--- src/rtl/mvm_ctrl_pkg.sv ---
// Shared types and sizing helpers for the mvm job sequencer.
package mvm_ctrl_pkg;

    typedef enum logic [2:0] {
        StIdle,
        StWaitD,
        StLdm,
        StLdv,
        StWout,
        StRun,
        StCap
    } state_t;

    localparam int unsigned MVM_K = 3;

    function automatic int unsigned mat_words(input int unsigned k);
        return k * k;
    endfunction

    function automatic int unsigned job_words(input int unsigned k);
        return k * k + k;
    endfunction

    localparam int unsigned MAT_WORDS = mat_words(MVM_K);
    localparam int unsigned JOB_WORDS = job_words(MVM_K);

endpackage

--- src/rtl/sync_fifo.sv ---
// Show-ahead synchronous FIFO with occupancy count; read data reads as zero when empty.
module sync_fifo #(
    parameter int unsigned W     = 8,
    parameter int unsigned DEPTH = 4,
    localparam int unsigned CW   = $clog2(DEPTH + 1)
) (
    input  logic          i_clk,
    input  logic          i_rst_n,
    input  logic          i_push,
    input  logic [W-1:0]  i_wdata,
    input  logic          i_pop,
    output logic [W-1:0]  o_rdata,
    output logic [CW-1:0] o_count,
    output logic          o_full,
    output logic          o_empty
);
    localparam int unsigned AW = (DEPTH > 1) ? $clog2(DEPTH) : 1;
    localparam logic [AW-1:0] LastIdx = AW'(DEPTH - 1);

    logic [W-1:0]  r_mem [DEPTH];
    logic [AW-1:0] r_wptr;
    logic [AW-1:0] r_rptr;
    logic [CW-1:0] r_count;
    logic          w_push;
    logic          w_pop;

    assign o_full  = (r_count == CW'(DEPTH));
    assign o_empty = (r_count == '0);
    assign o_count = r_count;
    assign o_rdata = o_empty ? '0 : r_mem[r_rptr];
    assign w_push  = i_push && !o_full;
    assign w_pop   = i_pop && !o_empty;

    always_ff @(posedge i_clk) begin
        if (w_push) begin
            r_mem[r_wptr] <= i_wdata;
        end
    end

    always_ff @(posedge i_clk or negedge i_rst_n) begin
        if (!i_rst_n) begin
            r_wptr  <= '0;
            r_rptr  <= '0;
            r_count <= '0;
        end else begin
            if (w_push) begin
                r_wptr <= (r_wptr == LastIdx) ? '0 : r_wptr + 1'b1;
            end
            if (w_pop) begin
                r_rptr <= (r_rptr == LastIdx) ? '0 : r_rptr + 1'b1;
            end
            r_count <= r_count + CW'(w_push) - CW'(w_pop);
        end
    end

endmodule

--- src/rtl/mvm_job_ctrl.sv ---
// Job sequencer: buffers operands, replays them to the mvm engine and collects K results.
module mvm_job_ctrl
    import mvm_ctrl_pkg::*;
#(
    parameter int unsigned K       = MVM_K,
    parameter int unsigned B       = 8,
    parameter int unsigned TIMEOUT = 256
) (
    input  logic           i_clk,
    input  logic           i_rst_n,
    input  logic           i_cmd_valid,
    output logic           o_cmd_ready,
    input  logic           i_cmd_reuse,
    input  logic           i_in_valid,
    output logic           o_in_ready,
    input  logic [B-1:0]   i_in_data,
    output logic           o_out_valid,
    input  logic           i_out_ready,
    output logic [2*B-1:0] o_out_data,
    output logic           o_busy,
    output logic           o_err,
    output logic           o_mvm_reset,
    output logic           o_mvm_start_matrix,
    output logic           o_mvm_start_vector,
    output logic           o_mvm_start,
    output logic [B-1:0]   o_mvm_data_in,
    input  logic           i_mvm_done,
    input  logic [2*B-1:0] i_mvm_data_out
);
    localparam int unsigned MatWords = mat_words(K);
    localparam int unsigned JobWords = job_words(K);
    localparam int unsigned ICW      = $clog2(JobWords + 1);
    localparam int unsigned OCW      = $clog2(K + 1);
    localparam int unsigned BW       = $clog2(MatWords + 1);
    localparam int unsigned WW       = $clog2(TIMEOUT + 1);

    state_t         r_state, w_state_d;
    logic [BW-1:0]  r_beat, w_beat_d;
    logic [WW-1:0]  r_wd, w_wd_d;
    logic [ICW-1:0] r_need, w_need_d;
    logic           r_reuse, w_reuse_d;
    logic           r_mat_valid, w_mat_valid_d;
    logic           r_err, w_err_d;
    logic [1:0]     r_mrst_cnt, w_mrst_cnt_d;
    logic           r_cmd_ready;
    logic           r_sm, w_sm_d;
    logic           r_sv, w_sv_d;
    logic           r_st, w_st_d;
    logic [B-1:0]   r_data_in, w_data_in_d;

    logic           w_in_pop;
    logic [B-1:0]   w_in_rdata;
    logic [ICW-1:0] w_in_count;
    logic           w_in_full;
    logic           w_in_empty;
    logic           w_out_push;
    logic [OCW-1:0] w_out_count;
    logic           w_out_full;
    logic           w_out_empty;

    sync_fifo #(.W(B), .DEPTH(JobWords)) u_in_fifo (
        .i_clk   (i_clk),
        .i_rst_n (i_rst_n),
        .i_push  (i_in_valid),
        .i_wdata (i_in_data),
        .i_pop   (w_in_pop),
        .o_rdata (w_in_rdata),
        .o_count (w_in_count),
        .o_full  (w_in_full),
        .o_empty (w_in_empty)
    );

    sync_fifo #(.W(2 * B), .DEPTH(K)) u_out_fifo (
        .i_clk   (i_clk),
        .i_rst_n (i_rst_n),
        .i_push  (w_out_push),
        .i_wdata (i_mvm_data_out),
        .i_pop   (i_out_ready),
        .o_rdata (o_out_data),
        .o_count (w_out_count),
        .o_full  (w_out_full),
        .o_empty (w_out_empty)
    );

    assign o_in_ready         = !w_in_full;
    assign o_cmd_ready        = r_cmd_ready;
    assign o_out_valid        = !w_out_empty;
    assign o_busy             = (r_state != StIdle);
    assign o_err              = r_err;
    assign o_mvm_reset        = (r_mrst_cnt != 2'd0);
    assign o_mvm_start_matrix = r_sm;
    assign o_mvm_start_vector = r_sv;
    assign o_mvm_start        = r_st;
    assign o_mvm_data_in      = r_data_in;

    // Pulses and engine data are registered, so each decision lands one cycle after its state.
    always_comb begin
        w_state_d     = r_state;
        w_beat_d      = r_beat;
        w_wd_d        = r_wd;
        w_need_d      = r_need;
        w_reuse_d     = r_reuse;
        w_mat_valid_d = r_mat_valid;
        w_err_d       = r_err;
        w_mrst_cnt_d  = (r_mrst_cnt != 2'd0) ? r_mrst_cnt - 2'd1 : 2'd0;
        w_sm_d        = 1'b0;
        w_sv_d        = 1'b0;
        w_st_d        = 1'b0;
        w_data_in_d   = '0;
        w_in_pop      = 1'b0;
        w_out_push    = 1'b0;
        case (r_state)
            StIdle: begin
                if (i_cmd_valid && r_cmd_ready) begin
                    w_reuse_d = i_cmd_reuse;
                    w_need_d  = i_cmd_reuse ? ICW'(K) : ICW'(JobWords);
                    if (i_cmd_reuse && !r_mat_valid) begin
                        w_err_d = 1'b1;
                    end
                    w_state_d = StWaitD;
                end
            end
            StWaitD: begin
                if (w_in_count >= r_need) begin
                    w_beat_d = '0;
                    if (r_reuse) begin
                        w_sv_d    = 1'b1;
                        w_state_d = StLdv;
                    end else begin
                        w_sm_d    = 1'b1;
                        w_state_d = StLdm;
                    end
                end
            end
            StLdm: begin
                if (r_beat < BW'(MatWords)) begin
                    w_in_pop    = !w_in_empty;
                    w_data_in_d = w_in_rdata;
                    w_beat_d    = r_beat + 1'b1;
                end else begin
                    w_sv_d        = 1'b1;
                    w_mat_valid_d = 1'b1;
                    w_beat_d      = '0;
                    w_state_d     = StLdv;
                end
            end
            StLdv: begin
                w_in_pop    = !w_in_empty;
                w_data_in_d = w_in_rdata;
                w_beat_d    = r_beat + 1'b1;
                if (r_beat == BW'(K - 1)) begin
                    w_state_d = StWout;
                end
            end
            StWout: begin
                if (w_out_count == '0) begin
                    w_st_d    = 1'b1;
                    w_wd_d    = '0;
                    w_state_d = StRun;
                end
            end
            StRun: begin
                if (i_mvm_done) begin
                    w_beat_d  = '0;
                    w_state_d = StCap;
                end else if (r_wd == WW'(TIMEOUT)) begin
                    w_err_d       = 1'b1;
                    w_mrst_cnt_d  = 2'd2;
                    w_mat_valid_d = 1'b0;
                    w_state_d     = StIdle;
                end else begin
                    w_wd_d = r_wd + 1'b1;
                end
            end
            StCap: begin
                w_out_push = !w_out_full;
                w_beat_d   = r_beat + 1'b1;
                if (r_beat == BW'(K - 1)) begin
                    w_state_d = StIdle;
                end
            end
            default: w_state_d = StIdle;
        endcase
    end

    always_ff @(posedge i_clk or negedge i_rst_n) begin
        if (!i_rst_n) begin
            r_state     <= StIdle;
            r_beat      <= '0;
            r_wd        <= '0;
            r_need      <= '0;
            r_reuse     <= 1'b0;
            r_mat_valid <= 1'b0;
            r_err       <= 1'b0;
            r_mrst_cnt  <= 2'd2;
            r_cmd_ready <= 1'b0;
            r_sm        <= 1'b0;
            r_sv        <= 1'b0;
            r_st        <= 1'b0;
            r_data_in   <= '0;
        end else begin
            r_state     <= w_state_d;
            r_beat      <= w_beat_d;
            r_wd        <= w_wd_d;
            r_need      <= w_need_d;
            r_reuse     <= w_reuse_d;
            r_mat_valid <= w_mat_valid_d;
            r_err       <= w_err_d;
            r_mrst_cnt  <= w_mrst_cnt_d;
            r_cmd_ready <= (w_state_d == StIdle);
            r_sm        <= w_sm_d;
            r_sv        <= w_sv_d;
            r_st        <= w_st_d;
            r_data_in   <= w_data_in_d;
        end
    end

endmodule
--- config.mk ---
export PLATFORM = sky130hd
export DESIGN_NAME = mvm_job_ctrl
export DESIGN_NICKNAME = d
export VERILOG_FILES = /design/src/rtl/mvm_ctrl_pkg.sv /design/src/rtl/sync_fifo.sv /design/src/rtl/mvm_job_ctrl.sv
export SDC_FILE = /design/constraint.sdc
export NUM_CORES = 1
export LEC_CHECK = 0
export BUFFER_PORTS_ARGS = -buffer_cell sky130_fd_sc_hd__buf_2
export CORE_MARGIN = 2
export CORE_UTILIZATION = 38
export CTS_CLUSTER_SIZE = 12
export DETAILED_ROUTE_END_ITERATION = 10
export PLACE_DENSITY_LB_ADDON = 0.25
export SLEW_MARGIN = 20
export SYNTH_ARGS = -nofsm -noshare
export SYNTH_HDL_FRONTEND = slang
export SYNTH_SLANG_ARGS = --single-unit
--- constraint.sdc ---
create_clock -name i_clk -period 3.1 [get_ports i_clk]
set_input_delay 0.155 -clock i_clk [delete_from_list [all_inputs] [get_ports i_clk]]
set_output_delay 0.155 -clock i_clk [all_outputs]
set_load 0.05 [all_outputs]
==> results.ini <==
[clock_network]
clk_latency_ns = 0.43
cts_made_buffers = 17
cts_tree = done
hold_buffers = 18
cts_num_sinks = 196
cts_root_buf = clkbuf_16
cts_setup_buffers = 0
cts_resized = 0
clk_path_buf_depth = 2
clk_pin_slew_ns = 0.08
htreeDepth = 4

[routing]
drc_errors = 0
final_antenna_net_count = 0
wl_per_cell_um = 16.93
drt_iter0_drc = 288
vias = 4665
first_pass_iters = 4
wl_um = 15760
vias_per_cell = 5.011

[sta]
tightest_slew_ns = 1.052
grt_setup_unrepaired = no
hold_violations = 0
finalClockSkew_ns = 0.008773
drv_slew = 0
maxSlewHeadroom = 0.2990
finalSetupViolCount = 0
period_minus_slack_ns = 2.679
fmax_mhz = 373.3
tns_ns = 0
fin_crit_sh = 0.8642

[global_route]
grtUsageTotal = 0.1467
grt_max_degree = 38
antenna_found_initial = 1
grt_overflow = 0
grt_pass1_vias = 4727
grt_pass1_wl_um = 25140

[worst_setup_path]
ff2ff_path_depth = 11
crit_required_ns = 3.42
setup.worst_path.start_class = flop
end_kind = flop
cp_max_fo = 5
worst-setup-path-type = flop to flop
worstPathArrival_ns = 3.00

[synthesis]
synth-edff-count = 144
async_reset_ff_frac = 0.2653
dominantRegCellSynth = edfxtp_1
syn_nets = 604
synth_area_um2 = 8232
synth-seq-area-share = 0.6835
syn_inst = 550
yosysUniqueCellTypes = 51
ys_warn_count = 0
ys_seq_elements = 196
syn_area_per_cell_um2 = 14.97

[hold_path]
holdPathStages = 4
hold_path_class = input pin to flop

[power]
cellLeakagePower_nw = 3.819
power_density_nw_per_um2 = 941.6
ir_drop_mv = 0.4041

[placement]
gp_congestion = 0.7850
io_buffers = 63
place_hpwl_um = 10600

[die]
chipHeight_um = 151.2
initial_utilization = 0.3891
dieWidth_um = 151.2
dieArea_um2 = 22860
io-pin-count = 64
rows = 53
coreArea_um2 = 21150

[run]
max_cap_viol_count = 0

[run_status]
run_status = finished clean

[layout]
utilization = 0.4582
syn_to_final_growth_pct = 17.75
fin_nets = 695
drive_gt1_frac = 0.2278

==> registers in the layout (all words and copies together) (netlist names), 2 cells and up <==
name,flops
r_wd,9
u_in_fifo.r_mem,96
o_mvm_data_in,8
u_out_fifo.o_count,2
r_beat,4
r_mrst_cnt,2
u_out_fifo.r_wptr,2
u_out_fifo.r_mem,48
u_out_fifo.r_rptr,2
r_state,3
r_need,2
u_in_fifo.r_wptr,4
u_in_fifo.r_rptr,4
u_in_fifo.o_count,4
==> worst paths after layout <==
path | start | end | slack [ns]
min in group asynchronous | i_rst_n | r_need[2] | 0.37
setup / recovery | r_beat[0] | u_in_fifo.o_count[2] | 0.42
hold / removal | i_out_ready | u_out_fifo.r_rptr[1] | 0.06
setup reg to reg | r_beat[0] | u_in_fifo.o_count[2] | 0.42
hold reg to reg | r_mrst_cnt[0] | r_mrst_cnt[0] | 0.47
max in group asynchronous | i_rst_n | o_mvm_start | 1.99
==> cell usage in the layout (no fill, tap or decap), drive strengths merged, types with 7 or more instances in the layout <==
master       Yosys  final
edfxtp         144    144
ha              22     22
nor3            11     11
dlygate4sd3      0     18
a21oi           33     33
and2             8      8
clkinv           0      7
and3             7      7
buf             10     74
mux2i           26     26
xor2             7      7
o21ai           22     22
clkbuf          10     17
mux4            24     24
inv             35     43
nor2            49     49
dfrtp           51     51
nand2           28     28
a21o             7      7
==> per-stage QoR <==
step	power, mW	area (um2)	setup WS (ns)	hold slack, ns	cells
after floorplan	6.146	8232	0.4795	-0.1406	550
after global placement	6.903	8902	0.4528	0.3243	879
after detailed placement	7.016	8902	0.3849	0.3264	879
after CTS	9.262	9688	0.3976	0.04898	929
after global routing	9.697	9688	0.1055	0.06464	929
final	9.127	9693	0.4209	0.06444	931
==> metal layers <==
layer / vias up / GRT usage / wire length, um
met5: - / 0 / 0
met4: 0 / 0.03972 / 178
met3: 16 / 0.03825 / 651
met2: 92 / 0.2455 / 7744
met1: 2337 / 0.1903 / 7190
li1: 2220 / - / -
==> synth_stat cells, types with 2 or more instances <==
cell type  number  area [um2]
xnor2_1         3       26.28
o21a_1          2       15.01
mux4_2         24       540.5
dfrtp_1        51        1276
nand2b_1        2       12.51
or3b_2          2       17.52
nor3_1          9       45.04
nor3b_1         6       45.04
buf_2           9       45.04
o211ai_1        2       15.01
ha_1           22       275.3
clkbuf_1       10       37.54
nor2_1         48       180.2
a21oi_1        33       165.2
a221o_1         2       20.02
a31oi_1         2       12.51
a21o_1          7       52.55
mux2i_1        26       260.3
inv_1          35       131.4
mux2_2          5       56.30
and3_1          7       43.79
nor2b_1         2       12.51
o21ai_0        21       105.1
and2_1          8       50.05
nand4_1         2       12.51
edfxtp_1      144        4324
nand2_1        28       105.1
or3_1           4       25.02
nand3_1         6       30.03
xor2_1          7       61.31
==> power breakdown <==
part	switching [mW]	total (mW)	internal (mW)	leakage, nW
registers	0.470	3.70	3.23	1.96
logic	2.00	3.23	1.23	1.57
clock network	1.09	2.19	1.10	0.296
total	3.57	9.13	5.56	3.82
==> cell type report <==
| cell class | count | area, um2 |
|---|---|---|
| Antenna cell | 2 | 5.005 |
| Clock inverter | 15 | 180.2 |
| Inverter | 35 | 131.4 |
| Timing Repair Buffer | 92 | 578.1 |
| Tap cell | 275 | 344.1 |
| Multi-Input combinational cell | 299 | 2402 |
| Sequential cell | 196 | 5627 |
| Clock buffer | 17 | 425.4 |
| Fill cell | 1859 | 11460 |
==> worst max-delay path, stage by stage, from the launching register on <==
cell and delay (ns):
dfrtp_1 0.40, inv_1 0.08, ha_1 0.20, nor2b_1 0.16
o311ai_1 0.50, inv_1 0.14, ha_1 0.31, inv_1 0.06
ha_1 0.15, inv_1 0.05, fa_1 0.37, xnor2_1 0.14
==> logic make-up (layout without fill, tap and decap cells) <==
group | Yosys count | in the layout | share of synthesized area
AO/OA/AOI/OAI | 77 | 77 | 0.05548
XOR/XNOR | 10 | 10 | 0.01064
adder cells (fa/ha/maj) | 23 | 23 | 0.03587
buffers and inverters | 55 | 159 | 0.02645
flip-flops | 196 | 196 | 0.6835
multiplexers | 55 | 55 | 0.1041
other | 0 | 2 | 0
AND/OR/NAND/NOR | 134 | 134 | 0.08390
No activity file was read; power rests on OpenSTA's default activity.
